## src/rtl/io_port_ctrl_if.sv

```systemverilog
// Stream side of the I/O port controller: source and sink channels.
// The master side is the external stream environment; the slave side is the controller.
interface io_port_ctrl_if #(
  parameter int NCH   = 4,
  parameter int NBIN  = 19,
  parameter int NBOUT = 28
);
  logic [NCH*NBIN-1:0]  src_data;
  logic [NCH-1:0]       src_valid;
  logic [NCH-1:0]       src_ready;
  logic [NCH*NBOUT-1:0] snk_data;
  logic [NCH-1:0]       snk_valid;
  logic [NCH-1:0]       snk_ready;

  modport master (
    output src_data, src_valid, snk_ready,
    input  src_ready, snk_data, snk_valid
  );

  modport slave (
    input  src_data, src_valid, snk_ready,
    output src_ready, snk_data, snk_valid
  );
endinterface

```

## src/rtl/io_port_ctrl.sv

```systemverilog
// Per-channel sample holding and output latching for the float processor I/O port.
// Define IOCTRL_ERRCNT_EN to build the saturating error-event counter.
module io_port_ctrl #(
  parameter int NCH   = 4,
  parameter int NBIN  = 19,
  parameter int NBOUT = 28
) (
  input  logic             clk,
  input  logic             rst,
  io_port_ctrl_if.slave    sio,
  input  logic [NCH-1:0]   req_in,
  output logic [NBIN-1:0]  proc_io_in,
  input  logic [NCH-1:0]   out_en,
  input  logic [NBOUT-1:0] proc_io_out,
  input  logic             clr_flags,
  output logic [NCH-1:0]   underrun,
  output logic [NCH-1:0]   overrun,
  output logic [15:0]      err_cnt
);

  typedef enum logic {
    EMPTY = 1'b0,
    FULL  = 1'b1
  } hold_e;

  hold_e                st_q [NCH];
  hold_e                st_d [NCH];
  logic [NBIN-1:0]      in_reg [NCH];
  logic [NBIN-1:0]      last_rd;
  logic [NCH-1:0]       in_full;
  logic [NCH-1:0]       cap;
  logic [NCH-1:0]       sel_oh;
  logic [NCH-1:0]       unr_ev;
  logic [NCH-1:0]       ovr_ev;
  logic [NCH*NBOUT-1:0] snk_q;
  logic [NCH-1:0]       vld_q;

  localparam logic [NCH-1:0] ONE = {{(NCH-1){1'b0}}, 1'b1};

  // Lowest requesting channel wins; others stay untouched.
  assign sel_oh = req_in & (~req_in + ONE);

  assign unr_ev = sel_oh & ~in_full;
  assign ovr_ev = out_en & vld_q & ~sio.snk_ready;

  assign sio.src_ready = ~in_full;
  assign sio.snk_data  = snk_q;
  assign sio.snk_valid = vld_q;

  // Zero-latency read mux, falls back to the last value read.
  always_comb begin
    proc_io_in = last_rd;
    for (int k = 0; k < NCH; k++) begin
      if (sel_oh[k] && in_full[k]) proc_io_in = in_reg[k];
    end
  end

  // Holding-register next state: capture when empty, release on read.
  always_comb begin
    for (int k = 0; k < NCH; k++) begin
      st_d[k]    = st_q[k];
      cap[k]     = 1'b0;
      in_full[k] = (st_q[k] == FULL);
      unique case (st_q[k])
        EMPTY: begin
          if (sio.src_valid[k]) begin
            st_d[k] = FULL;
            cap[k]  = 1'b1;
          end
        end
        FULL: begin
          if (sel_oh[k]) st_d[k] = EMPTY;
        end
        default: st_d[k] = EMPTY;
      endcase
    end
  end

  // Holding-register state and sample storage.
  always_ff @(posedge clk or negedge rst) begin
    if (!rst) begin
      for (int k = 0; k < NCH; k++) begin
        st_q[k]   <= EMPTY;
        in_reg[k] <= '0;
      end
    end else begin
      for (int k = 0; k < NCH; k++) begin
        st_q[k] <= st_d[k];
        if (cap[k]) in_reg[k] <= sio.src_data[k*NBIN +: NBIN];
      end
    end
  end

  // Remember what the processor saw on its last read.
  always_ff @(posedge clk or negedge rst) begin
    if (!rst)         last_rd <= '0;
    else if (|req_in) last_rd <= proc_io_in;
  end

  // Output registers: processor write loads, sink handshake drains.
  always_ff @(posedge clk or negedge rst) begin
    if (!rst) begin
      snk_q <= '0;
      vld_q <= '0;
    end else begin
      for (int k = 0; k < NCH; k++) begin
        if (out_en[k]) begin
          snk_q[k*NBOUT +: NBOUT] <= proc_io_out;
          vld_q[k]                <= 1'b1;
        end else if (vld_q[k] && sio.snk_ready[k]) begin
          vld_q[k] <= 1'b0;
        end
      end
    end
  end

  // Sticky error flags; clear has priority over new events.
  always_ff @(posedge clk or negedge rst) begin
    if (!rst) begin
      underrun <= '0;
      overrun  <= '0;
    end else if (clr_flags) begin
      underrun <= '0;
      overrun  <= '0;
    end else begin
      underrun <= underrun | unr_ev;
      overrun  <= overrun | ovr_ev;
    end
  end

`ifdef IOCTRL_ERRCNT_EN
  logic [15:0] err_q;
  logic [15:0] ev_n;
  logic [16:0] ec_sum;

  // Count this cycle's events and form the unsaturated sum.
  always_comb begin
    ev_n = '0;
    for (int k = 0; k < NCH; k++) begin
      ev_n = ev_n + 16'(unr_ev[k]) + 16'(ovr_ev[k]);
    end
    ec_sum = {1'b0, err_q} + {1'b0, ev_n};
  end

  // Saturating event counter.
  always_ff @(posedge clk or negedge rst) begin
    if (!rst)           err_q <= '0;
    else if (clr_flags) err_q <= '0;
    else if (ec_sum[16]) err_q <= 16'hFFFF;
    else                err_q <= ec_sum[15:0];
  end

  assign err_cnt = err_q;
`else
  assign err_cnt = '0;
`endif

endmodule

```

## src/flat_wrapper.sv

```systemverilog
// flat-port wrapper written by rule: the top's interface ports become plain ports
module io_port_ctrl_flat 
#(
  parameter int NCH   = 4,
  parameter int NBIN  = 19,
  parameter int NBOUT = 28
)
  (clk, rst, req_in, proc_io_in, out_en, proc_io_out, clr_flags, underrun, overrun, err_cnt, sio_src_data, sio_src_valid, sio_snk_ready, sio_src_ready, sio_snk_data, sio_snk_valid);
  io_port_ctrl_if #(.NCH(NCH), .NBIN(NBIN), .NBOUT(NBOUT)) sio_i ();
  input  logic clk;
  input  logic rst;
  input  logic [NCH-1:0] req_in;
  output logic [NBIN-1:0] proc_io_in;
  input  logic [NCH-1:0] out_en;
  input  logic [NBOUT-1:0] proc_io_out;
  input  logic clr_flags;
  output logic [NCH-1:0] underrun;
  output logic [NCH-1:0] overrun;
  output logic [15:0] err_cnt;
  input wire logic [$bits(sio_i.src_data)-1:0] sio_src_data;
  input wire logic [$bits(sio_i.src_valid)-1:0] sio_src_valid;
  input wire logic [$bits(sio_i.snk_ready)-1:0] sio_snk_ready;
  output wire logic [$bits(sio_i.src_ready)-1:0] sio_src_ready;
  output wire logic [$bits(sio_i.snk_data)-1:0] sio_snk_data;
  output wire logic [$bits(sio_i.snk_valid)-1:0] sio_snk_valid;
  assign sio_i.src_data = sio_src_data;
  assign sio_i.src_valid = sio_src_valid;
  assign sio_i.snk_ready = sio_snk_ready;
  assign sio_src_ready = sio_i.src_ready;
  assign sio_snk_data = sio_i.snk_data;
  assign sio_snk_valid = sio_i.snk_valid;
  io_port_ctrl #(.NCH(NCH), .NBIN(NBIN), .NBOUT(NBOUT)) u_core (.clk(clk), .rst(rst), .sio(sio_i), .req_in(req_in), .proc_io_in(proc_io_in), .out_en(out_en), .proc_io_out(proc_io_out), .clr_flags(clr_flags), .underrun(underrun), .overrun(overrun), .err_cnt(err_cnt));
endmodule
```

## config.mk

```make
export PLATFORM = sky130hd
export DESIGN_NAME = io_port_ctrl_flat
export DESIGN_NICKNAME = d
export VERILOG_FILES = /design/src/rtl/io_port_ctrl_if.sv /design/src/rtl/io_port_ctrl.sv /design/src/flat_wrapper.sv
export SDC_FILE = /design/constraint.sdc
export NUM_CORES = 1
export LEC_CHECK = 0
export CELL_PAD_IN_SITES_DETAIL_PLACEMENT = 0
export CELL_PAD_IN_SITES_GLOBAL_PLACEMENT = 1
export CORE_MARGIN = 8
export CORE_UTILIZATION = 40
export CTS_CLUSTER_SIZE = 8
export DETAILED_ROUTE_END_ITERATION = 12
export PLACE_DENSITY_LB_ADDON = 0.1
export SYNTH_ARGS = -nofsm -noshare
export SYNTH_HDL_FRONTEND = slang
export SYNTH_SLANG_ARGS = --single-unit
```

## constraint.sdc

```tcl
create_clock -name clk -period 2.9 [get_ports clk]
set_input_delay 0.725 -clock clk [delete_from_list [all_inputs] [get_ports clk]]
set_output_delay 0.725 -clock clk [all_outputs]
set_load 0.01 [all_outputs]
```

==> run_results.csv, run 1 <==
group,metric,value,unit
run_status,status,"completed",
place,portBuffers,269,
place,place_inst,1197,
die,io_pins,286,
synthesis,yosysUniqueCellTypes,30,
critical_path,regToRegSetupSlack,1.32,ns
finish,drive_gt1_share,35.4,%
finish,syn2layout_area_growth,44.5,%
timing,period_minus_slack,2.84,ns
synthesis,synth.cell_area,9220,µm²
die,initial_utilization,40.7,%
finish,seq_area,5580,µm²
global_routing,overflow,0,
timing,setup_slack,0.0592,ns
timing,finClkSkew,0.0131,ns
critical_path,cpMaxStageDelayCell,"dlygate4sd2_1",
place,gp_congestion,0.806,
global_routing,grt_pass1_wl,40600,µm
routing,wl_per_cell,21.0,µm
critical_path,critPathMostFrequentCell,"buf_4",
global_routing,first_global_vias,7101,
cts,cts.htree.levels,1,
timing,finalHoldViolCount,0,
critical_path,cpPeakStageDelay,0.27,ns
timing,timing.final.crit_share,98.0,%
cts,cts_root_buf,"clkbuf_16",
finish,final_common_cell,"clkdlybuf4s50_1",
finish,mostFrequentLayoutCells,"clkdlybuf4s50_1 (245), dfrtp_1 (222), mux2_2 (207)",
routing,firstDrtPassIters,4,
critical_path,end_kind,"primary output",
cts,clk_pin_slew_worst_paths,0.05,ns
critical_path,criticalPathCategory,"primary input to primary output",
critical_path,worstPathRequired,2.17,ns
cts,cts_buffers,31,
die,rows,55,
cts,hold_buffers,0,
synthesis,synth_seq_cells,223,
synthesis,synth_edf_count,0,
global_routing,track_usage,18.2,%
critical_path,cp_num_buf_inv,5,
timing,grt_setup_unrepaired,"no",
timing,holdWs,0.149,ns
timing,fmax,352,MHz
critical_path,reg2reg_depth,6,
critical_path,cp_max_fo,5,
routing,topRoutingLayerUsed,"met5",
critical_path,cp.arrival,2.12,ns
power,cellLeakagePower,5.63,nW
routing,post_drt_via_cell_ratio,5.02,
routing,drt_iter0_drc,287,
finish,nets,1080,
critical_path,cp_cell_sequence,"dlygate4sd2_1 -> buf_4 -> and3_4 -> or2_4 -> buf_4 -> buf_12 -> o21ai_2 -> buf_2",
synthesis,seq_area_frac_synth,60.5,%
routing,vias,6242,
synthesis,ys.flop_type,"dfrtp_1",
routing,drc,0,
routing,wl_met1,10400,µm
global_routing,grt_max_degree,80,
routing,wl_met2,12300,µm
routing,routed_wl,26100,µm
place,hpwlAfterDp,18500,µm
timing,setup_viol,0,
synthesis,syn_avg_cell_area,14.3,µm²
finish,largest_reg_flops,112,
die,die_area,28200,µm²
cts,cts_tree,"yes",
cts,clock_latency,0.55,ns
synthesis,synth_cells,644,
timing,slew_headroom,57.8,%
timing,slew_violations,0,
timing,tns,0,ns
hold_path,hp-class,"primary input to asynchronous set/reset pin",
finish,multi_input_area,3440,µm²
die,die_h,168,µm
cts,clockBufferDepth,3,
die,core,22600,µm²
finish,final_core_util,58.9,%
run,maxCapViolCount,0,
power,vdd_drop_max,442,µV
power,power.density,699,nW/µm²
critical_path,critPathTopFamily,"buffers and inverters",
routing,ant_nets,0,
cts,clock-sinks,223,
critical_path,regToRegEndpoint,"u_core.last_rd[8]$_DFFE_PN0P_",
finish,fin_cells,1244,
die,die_x,168,µm
routing,met3_length,2710,µm
critical_path,rr_startpoint,"u_core.in_full[1]$_DFF_PN0_",
place,preCtsSetupSlack,-0.654,ns
finish,fill_cells,1814,
synthesis,ys_async_sr_fraction,100,%
global_routing,antenna_found_initial,2,
synthesis,yosys_warnings,0,
critical_path,critPathLaunchType,"primary input",
timing,tightest_slew,0.633,ns
==> where the power goes <==
part           internal [W]  leakage, nW  switching [W]
clock network       0.00187        0.393        0.00122
logic               0.00130         2.62       0.000892
registers           0.00370         2.61       0.000341
==> metal layers <==
layer  up-vias  track usage (%)
li1       2878                -
met1      3102             21.9
met2       224             29.4
met3        36             8.04
met4         2             4.81
met5         -                0
==> worst max-delay path by stage <==
stage	slack, ns	cells past startpoint	start	end
global placement	-0.59	7	req_in[1]	proc_io_in[17]
floorplan	0.43	7	req_in[0]	proc_io_in[10]
finish	0.06	8	req_in[2]	proc_io_in[0]
CTS	0.01	6	u_core.in_full[1]$_DFF_PN0_	proc_io_in[6]
global route	0.0002	7	u_core.in_full[1]$_DFF_PN0_	proc_io_in[5]
detailed placement	-0.65	7	req_in[1]	proc_io_in[17]
==> metrics by stage <==
stage,power [W],cell area [µm²]
after global routing,0.00981,13300
after detailed placement,0.00627,12400
after floorplan,0.00509,9280
final,0.00932,13300
after global placement,0.00621,12400
after CTS,0.00945,13300
==> cell usage after synthesis, types with 2 or more instances <==
library cell  number  share of area (%)
o21ai_0           20                1.1
inv_1              8               0.33
nand2_1           19               0.77
mux2_2           207                 25
o21ai_1           26                1.4
mux2i_1           19                2.1
nor2b_1            4               0.27
buf_2             11               0.60
buf_1              3               0.12
dfrtp_1          223                 60
o21ai_2           11                1.0
a21oi_1            2               0.11
a21o_1             5               0.41
a31oi_1            5               0.34
buf_4             16                1.3
clkbuf_1          17               0.69
a22oi_1           19                1.5
nor2_1            14               0.57
buf_6              4               0.49
==> what timing repair did <==
item	in CTS	in global routing
pin swaps	9	3
resized for setup	99	12
endpoints found under the setup margin	19	12
cloned	2	0
buffers inserted	6	4
==> cells by family after synthesis <==
group           count (synthesis)  share of synthesized area, %
buf+inv                        61                          3.74
other cells                     1                        0.0407
flops                         223                          60.5
compound gates                 89                          6.02
mux                           226                          27.3
simple gates                   44                          2.36
==> final cells by class <==
type                            count  area share [%]
Clock buffer                       32            5.85
Clock inverter                      1           0.150
Timing Repair Buffer              318            23.4
Inverter                            8           0.225
Sequential cell                   223            41.9
Antenna cell                        2          0.0376
Tap cell                          285            2.68
Multi-Input combinational cell    375            25.8
Note: power is estimated with default switching activity, not from simulation.
==> run 2: changes to the inputs <==
--- a/config.mk
+++ b/config.mk
@@ -5,10 +5,11 @@
 export SDC_FILE = /design/constraint.sdc
 export NUM_CORES = 1
 export LEC_CHECK = 0
+export ABC_AREA = 1
 export CELL_PAD_IN_SITES_DETAIL_PLACEMENT = 0
 export CELL_PAD_IN_SITES_GLOBAL_PLACEMENT = 1
 export CORE_MARGIN = 8
-export CORE_UTILIZATION = 40
+export CORE_UTILIZATION = 38
 export CTS_CLUSTER_SIZE = 8
 export DETAILED_ROUTE_END_ITERATION = 12
 export PLACE_DENSITY_LB_ADDON = 0.1
==> run 2 against run 1 <==
- die area increased by 7.5%
- sequential share of layout area fell by 0.87 points
- synthesized cell count grew 63%
- flip-flop and latch count unchanged
- total power down 1.3%
- fmax increased by 4.0%
- largest cell class unchanged
- largest power group unchanged
- highest routed layer unchanged
==> run_results.csv, run 2 <==
group,metric,value,unit
die,initial_utilization,38.2,%
global_routing,first_global_vias,8297,
synthesis,synth_cells,1052,
place,gp_congestion,0.779,
synthesis,synth_seq_cells,223,
timing,setup_viol,0,
power,vdd_drop_max,469,µV
synthesis,ys_top_cells_by_count,"nand2_1 (493), dfrtp_1 (223), mux2_2 (57)",
critical_path,critPathTopFamily,"buffers and inverters",
die,core,24800,µm²
finish,mostFrequentLayoutCells,"nand2_1 (493), clkdlybuf4s50_1 (245), dfrtp_1 (223)",
place,portBuffers,269,
die,die_h,174,µm
critical_path,end_kind,"primary output",
critical_path,cpMaxStageDelayCell,"dlygate4sd2_1",
timing,finClkSkew,0.00834,ns
routing,drt_iter0_drc,407,
routing,post_drt_via_cell_ratio,4.61,
routing,vias,7775,
routing,firstDrtPassIters,4,
die,die_area,30300,µm²
timing,period_minus_slack,2.73,ns
routing,drc,0,
critical_path,critPathMostFrequentCell,"nand2_1",
synthesis,synth_edf_count,0,
synthesis,ys_async_sr_fraction,100,%
cts,clk_pin_slew_worst_paths,0.05,ns
finish,fin_cells,1685,
synthesis,ys.flop_type,"dfrtp_1",
cts,cts.htree.levels,1,
synthesis,synth_top_cell_by_area,"dfrtp_1",
global_routing,grt_pass1_wl,48100,µm
routing,wl_per_cell,17.8,µm
critical_path,cp_num_buf_inv,6,
run,maxCapViolCount,0,
timing,fmax,366,MHz
critical_path,cpPeakStageDelay,0.28,ns
timing,timing.final.crit_share,94.2,%
die,rows,58,
routing,ant_nets,0,
synthesis,yosysTopAreaCellShare,58.8,%
cts,clock-sinks,223,
power,cellLeakagePower,6.80,nW
synthesis,synth.cell_area,9490,µm²
timing,tns,0,ns
die,io_pins,286,
power,power.density,676,nW/µm²
run_status,status,"completed",
place,place_inst,1649,
timing,slew_violations,0,
finish,syn2layout_area_growth,43.4,%
timing,slew_headroom,61.0,%
hold_path,hp-class,"primary input to asynchronous set/reset pin",
cts,clock_latency,0.55,ns
critical_path,worstPathRequired,2.17,ns
critical_path,cp_max_fo,10,
cts,clockBufferDepth,3,
place,hpwlAfterDp,21000,µm
critical_path,critPathLaunchType,"primary input",
global_routing,overflow,0,
synthesis,yosysUniqueCellTypes,21,
finish,stdcell_area,13600,µm²
cts,cts_tree,"yes",
synthesis,yosys_warnings,0,
global_routing,grt_max_degree,86,
die,die_x,174,µm
synthesis,seq_area_frac_synth,58.8,%
finish,fill_cells,2343,
power,power.total,0.00920,W
synthesis,synthTopCellsByArea,"dfrtp_1 (59%), nand2_1 (20%), mux2_2 (6.8%)",
timing,tightest_slew,0.584,ns
cts,cts_buffers,31,
global_routing,antenna_found_initial,1,
synthesis,yosysMostFrequentCell,"nand2_1",
timing,finalHoldViolCount,0,
timing,grt_setup_unrepaired,"no",
finish,nets,1477,
critical_path,cp.arrival,2.01,ns
synthesis,syn_avg_cell_area,9.02,µm²
critical_path,path_depth,11,
timing,setup_slack,0.168,ns
finish,largest_reg_flops,112,
finish,final_common_cell,"nand2_1",
place,preCtsSetupSlack,-0.493,ns
critical_path,reg2reg_depth,4,
place,place_area,12800,µm²
finish,drive_gt1_share,11.7,%
routing,routed_wl,30000,µm
global_routing,track_usage,19.7,%
critical_path,cp_cell_sequence,"clkbuf_2 -> buf_4 -> nor2_8 -> buf_6 -> clkbuf_16 -> nand4_1 -> nand2_1 -> inv_1 -> nand2_1 -> nand2_1 -> dlygate4sd2_1",
cts,cts_root_buf,"clkbuf_16",
critical_path,criticalPathCategory,"primary input to primary output",
[run 2: cell count changes after synthesis, sizes merged, moves of 22 or more]
cell	before	now
buf	35	57
mux2	207	57
inv	8	55
a21oi	2	26
nand4	0	39
nand3	0	43
o21ai	57	5
nand2	20	495
[run 2: logic make-up after synthesis]
family | synth area share [%]
simple gates | 26.0
compound gates | 1.90
buf+inv | 6.48
other cells | 0.0395
flops | 58.8
mux | 6.77
[run 2: path summary, 6_finish.rpt]
path | from | slack (ns) | endpoint
setup reg to reg | u_core.in_full[1]$_DFF_PN0_ | 1.33 | u_core.in_reg[44]$_DFFE_PN0P_
max in group asynchronous | rst | 2.08 | u_core.sio.snk_data[26]$_DFFE_PN0P_
min in group clk | u_core.sio.snk_data[93]$_DFFE_PN0P_ | 0.47 | u_core.sio.snk_data[93]$_DFFE_PN0P_
hold reg to reg | u_core.sio.snk_data[93]$_DFFE_PN0P_ | 0.47 | u_core.sio.snk_data[93]$_DFFE_PN0P_
hold / removal | rst | 0.04 | u_core.in_reg[59]$_DFFE_PN0P_
setup / recovery | req_in[0] | 0.17 | proc_io_in[3]
[run 2: layer usage]
metal / up-vias / track usage [%] / part of all wire, %
met2: 228 / 31.8 / 46
li1: 3865 / - / -
met4: 2 / 3.92 / 1.6
met3: 39 / 8.44 / 9.9
met1: 3641 / 24.3 / 42
met5: - / 0 / 0.043
[run 2: final cells by class]
| type | count | area, µm² | share of cell area (%) |
|---|---|---|---|
| sequential | 223 | 5580 | 41.0 |
| multi-input combinational | 714 | 3350 | 24.6 |
| timing repair buffer | 329 | 3260 | 23.9 |
| clock buffer | 32 | 779 | 5.73 |
| tap | 330 | 413 | 3.03 |
| inverter | 55 | 206 | 1.52 |
| clock inverter | 1 | 20.0 | 0.147 |
| antenna | 1 | 2.50 | 0.0184 |
[run 2: timing repair]
item                                    CTS  global route
resized for setup                        32             9
hold buffers                              0             0
pin swaps                                 1             0
gates cloned                              0             1
endpoints found under the setup margin   19            19
hold endpoints to repair                  0             0
setup buffers                             2             0
[run 2: per-stage QoR]
| stage | hold slack (ns) | utilization [%] |
|---|---|---|
| final | 0.0362 | 54.8 |
| after global routing | 0.0398 | 54.8 |
| after CTS | 0.0187 | 54.7 |
| after detailed placement | 0.457 | 51.5 |
| after global placement | 0.452 | 51.5 |
| after floorplan | 0.429 | - |
[run 2: where the power goes]
| part | switching [W] | total [W] | leakage, nW | internal, W |
|---|---|---|---|---|
| clock | 0.00126 | 0.00313 | 0.393 | 0.00187 |
| sequential | 0.000282 | 0.00398 | 2.66 | 0.00370 |
| combinational | 0.00103 | 0.00209 | 3.75 | 0.00106 |
| total | 0.00257 | 0.00920 | 6.80 | 0.00663 |
[run 2: worst register-to-register path: stages (launching register included)]
cell and delay (ns):
dfrtp_1 0.36, buf_4 0.19, inv_1 0.10, nand2_2 0.40, mux2_2 0.40
==> run 3: changes to the inputs <==
--- a/config.mk
+++ b/config.mk
@@ -12,6 +12,7 @@
 export CORE_UTILIZATION = 38
 export CTS_CLUSTER_SIZE = 8
 export DETAILED_ROUTE_END_ITERATION = 12
+export GPL_TIMING_DRIVEN = 0
 export PLACE_DENSITY_LB_ADDON = 0.1
 export SYNTH_ARGS = -nofsm -noshare
 export SYNTH_HDL_FRONTEND = slang
==> run 3 against run 2 <==
- register-to-register slack improved by 0.15 ns
- routed wire length fell by 3.5%
- cell area fell by 0.90%
- critical path depth fell by 1
- combinational power fell by 2%
- total power fell by 0.63%
- flip-flop and latch count did not move
- global-route usage fell by 0.70 points
- non-clock buffer count rose by 15
- setup slack got worse by 0.075 ns
==> run_results.csv, run 3 (synthesized netlist as in run 2, its figures left out) <==
group,metric,value,unit
run_status,status,"completed",
cts,clk_pin_slew_worst_paths,0.05,ns
die,core,24800,µm²
die,die_area,30300,µm²
power,power.density,678,nW/µm²
finish,nets,1492,
timing,tightest_slew,0.654,ns
critical_path,critPathMostFrequentCell,"nand2_1",
routing,wl_per_cell,17.0,µm
timing,grt_setup_unrepaired,"no",
power,p_int,0.00659,W
critical_path,cp_max_fo,10,
cts,cts_buffers,31,
power,vdd_drop_max,397,µV
timing,finClkSkew,0.0179,ns
timing,timing.final.crit_share,96.8,%
routing,drc,0,
critical_path,cpMaxStageDelayCell,"dlygate4sd2_1",
finish,fill_cells,2369,
hold_path,hp-class,"primary input to asynchronous set/reset pin",
timing,finalHoldViolCount,0,
finish,syn2layout_area_growth,42.1,%
power,clkPwrFrac,34.1,%
power,seqPwrFrac,43.4,%
timing,setup_viol,0,
place,portBuffers,267,
routing,vias,7763,
finish,antenna_cells,0,
critical_path,criticalPathCategory,"primary input to primary output",
die,io_pins,286,
critical_path,critPathLaunchType,"primary input",
routing,post_drt_via_cell_ratio,4.57,
global_routing,track_usage,19.0,%
cts,clockBufferDepth,3,
global_routing,antenna_found_initial,1,
cts,cts_tree,"yes",
run,maxCapViolCount,0,
finish,final_common_cell,"nand2_1",
finish,final_core_util,54.3,%
place,hpwlAfterDp,21500,µm
routing,firstDrtPassIters,4,
global_routing,overflow,0,
routing,drt_iter0_drc,457,
place,place_inst,1666,
die,die_x,174,µm
critical_path,cp.arrival,2.08,ns
cts,cts.htree.levels,1,
global_routing,grt_pass1_wl,46500,µm
die,die_h,174,µm
die,initial_utilization,38.2,%
global_routing,first_global_vias,8227,
die,rows,58,
cts,clock-sinks,223,
timing,slew_headroom,56.4,%
finish,fin_cells,1699,
power,switchingPower,0.00255,W
timing,period_minus_slack,2.81,ns
critical_path,end_kind,"primary output",
power,p_sw_share,27.9,%
critical_path,cpPeakStageDelay,0.30,ns
finish,largest_reg_flops,112,
critical_path,rr_startpoint,"u_core.in_full[1]$_DFF_PN0_",
critical_path,crit_start,"req_in[1]",
timing,fmax,356,MHz
cts,hold_buffers,0,
critical_path,worstPathRequired,2.17,ns
critical_path,cp_cell_sequence,"clkdlybuf4s15_2 -> nor2_8 -> nand4_4 -> buf_6 -> buf_6 -> nand2_1 -> inv_1 -> nand2_1 -> nand2_1 -> dlygate4sd2_1",
finish,drive_gt1_share,11.2,%
timing,slew_violations,0,
place,gp_congestion,0.783,
power,cellLeakagePower,6.77,nW
power,power_frac_comb,22.5,%
cts,cts_root_buf,"clkbuf_16",
finish,mostFrequentLayoutCells,"nand2_1 (493), clkdlybuf4s50_1 (244), dfrtp_1 (223)",
global_routing,grt_max_degree,107,
routing,routed_wl,28900,µm
cts,clock_latency,0.55,ns
routing,ant_nets,0,
-- run 3: changes by cell type in the layout (fill, tap and decap cells not counted), moves of 2 or more --
cell and delta:
buf_1 +5, buf_12 -9, buf_16 +2, buf_2 +25, buf_4 -28, buf_6 +4, clkbuf_1 +16, clkdlybuf4s15_1 -9
dlygate4sd2_1 +9
-- run 3: critical path: cells and delay by family --
kind,cells,cell delay (ns)
buffers and inverters,5,0.88
AND/OR/NAND/NOR,5,0.47
-- run 3: metal layers --
| metal | routed length (µm) | GRT usage (%) | vias to the layer above |
|---|---|---|---|
| met2 | 13600 | 31.6 | 233 |
| li1 | - | - | 3879 |
| met4 | 544 | 4.06 | 2 |
| met3 | 3180 | 8.68 | 49 |
| met1 | 11600 | 22.3 | 3600 |
| met5 | 10 | 0 | - |
-- run 3: final cells by class --
type                    count  area, µm²  share of cell area (%)
multi-input cells         714       3350                    24.9
plain buffers              74        425                    3.15
clock inverters             1       8.76                  0.0650
repair buffers            270       2720                    20.1
flip-flops and latches    223       5580                    41.4
clock buffers              32        779                    5.78
well taps                 330        413                    3.06
inverters                  55        209                    1.55
-- run 3: per-stage QoR --
stage / hold slack, ns / total power (W) / instance area [µm²] / setup slack, ns / TNS, ns
after CTS: 0.0279 / 0.00925 / 13500 / 0.0490 / 0
after floorplan: 0.429 / 0.00506 / 9540 / 0.626 / 0
after global placement: 0.453 / 0.00611 / 12600 / -8.92 / -1990.56
after detailed placement: 0.457 / 0.00615 / 12700 / -0.582 / -9.26
final: 0.0454 / 0.00914 / 13500 / 0.0926 / 0
after global routing: 0.0423 / 0.00965 / 13500 / 0.00174 / 0
-- run 3: power by group through the flow --
stage	Clock [W]	Sequential [W]	Combinational (W)
after global placement	0	0.00400	0.00211
after CTS	0.00319	0.00397	0.00209
final	0.00312	0.00397	0.00205
after floorplan	0	0.00403	0.00103
after detailed placement	0	0.00401	0.00214
after global routing	0.00332	0.00403	0.00230
-- run 3: worst paths after layout --
check                                                      endpoint  slack (ns)  cells after the start
min in group clk                u_core.sio.snk_data[81]$_DFFE_PN0P_        0.47                      2
worst max-delay path                                 proc_io_in[17]        0.09                     10
worst max register to register        u_core.in_reg[52]$_DFFE_PN0P_        1.48                      4
worst min-delay path                  u_core.in_reg[41]$_DFFE_PN0P_        0.05                      1
max in group asynchronous       u_core.sio.snk_data[51]$_DFFE_PN0P_        2.02                      2
worst min register to register  u_core.sio.snk_data[81]$_DFFE_PN0P_        0.47                      2
-- run 3: repair_timing --
action,4_1_cts,5_1_grt
gates cloned,0,0
pin swaps,1,2
buffers inserted,0,1
setup endpoints to repair,19,17
gates resized for setup,31,8
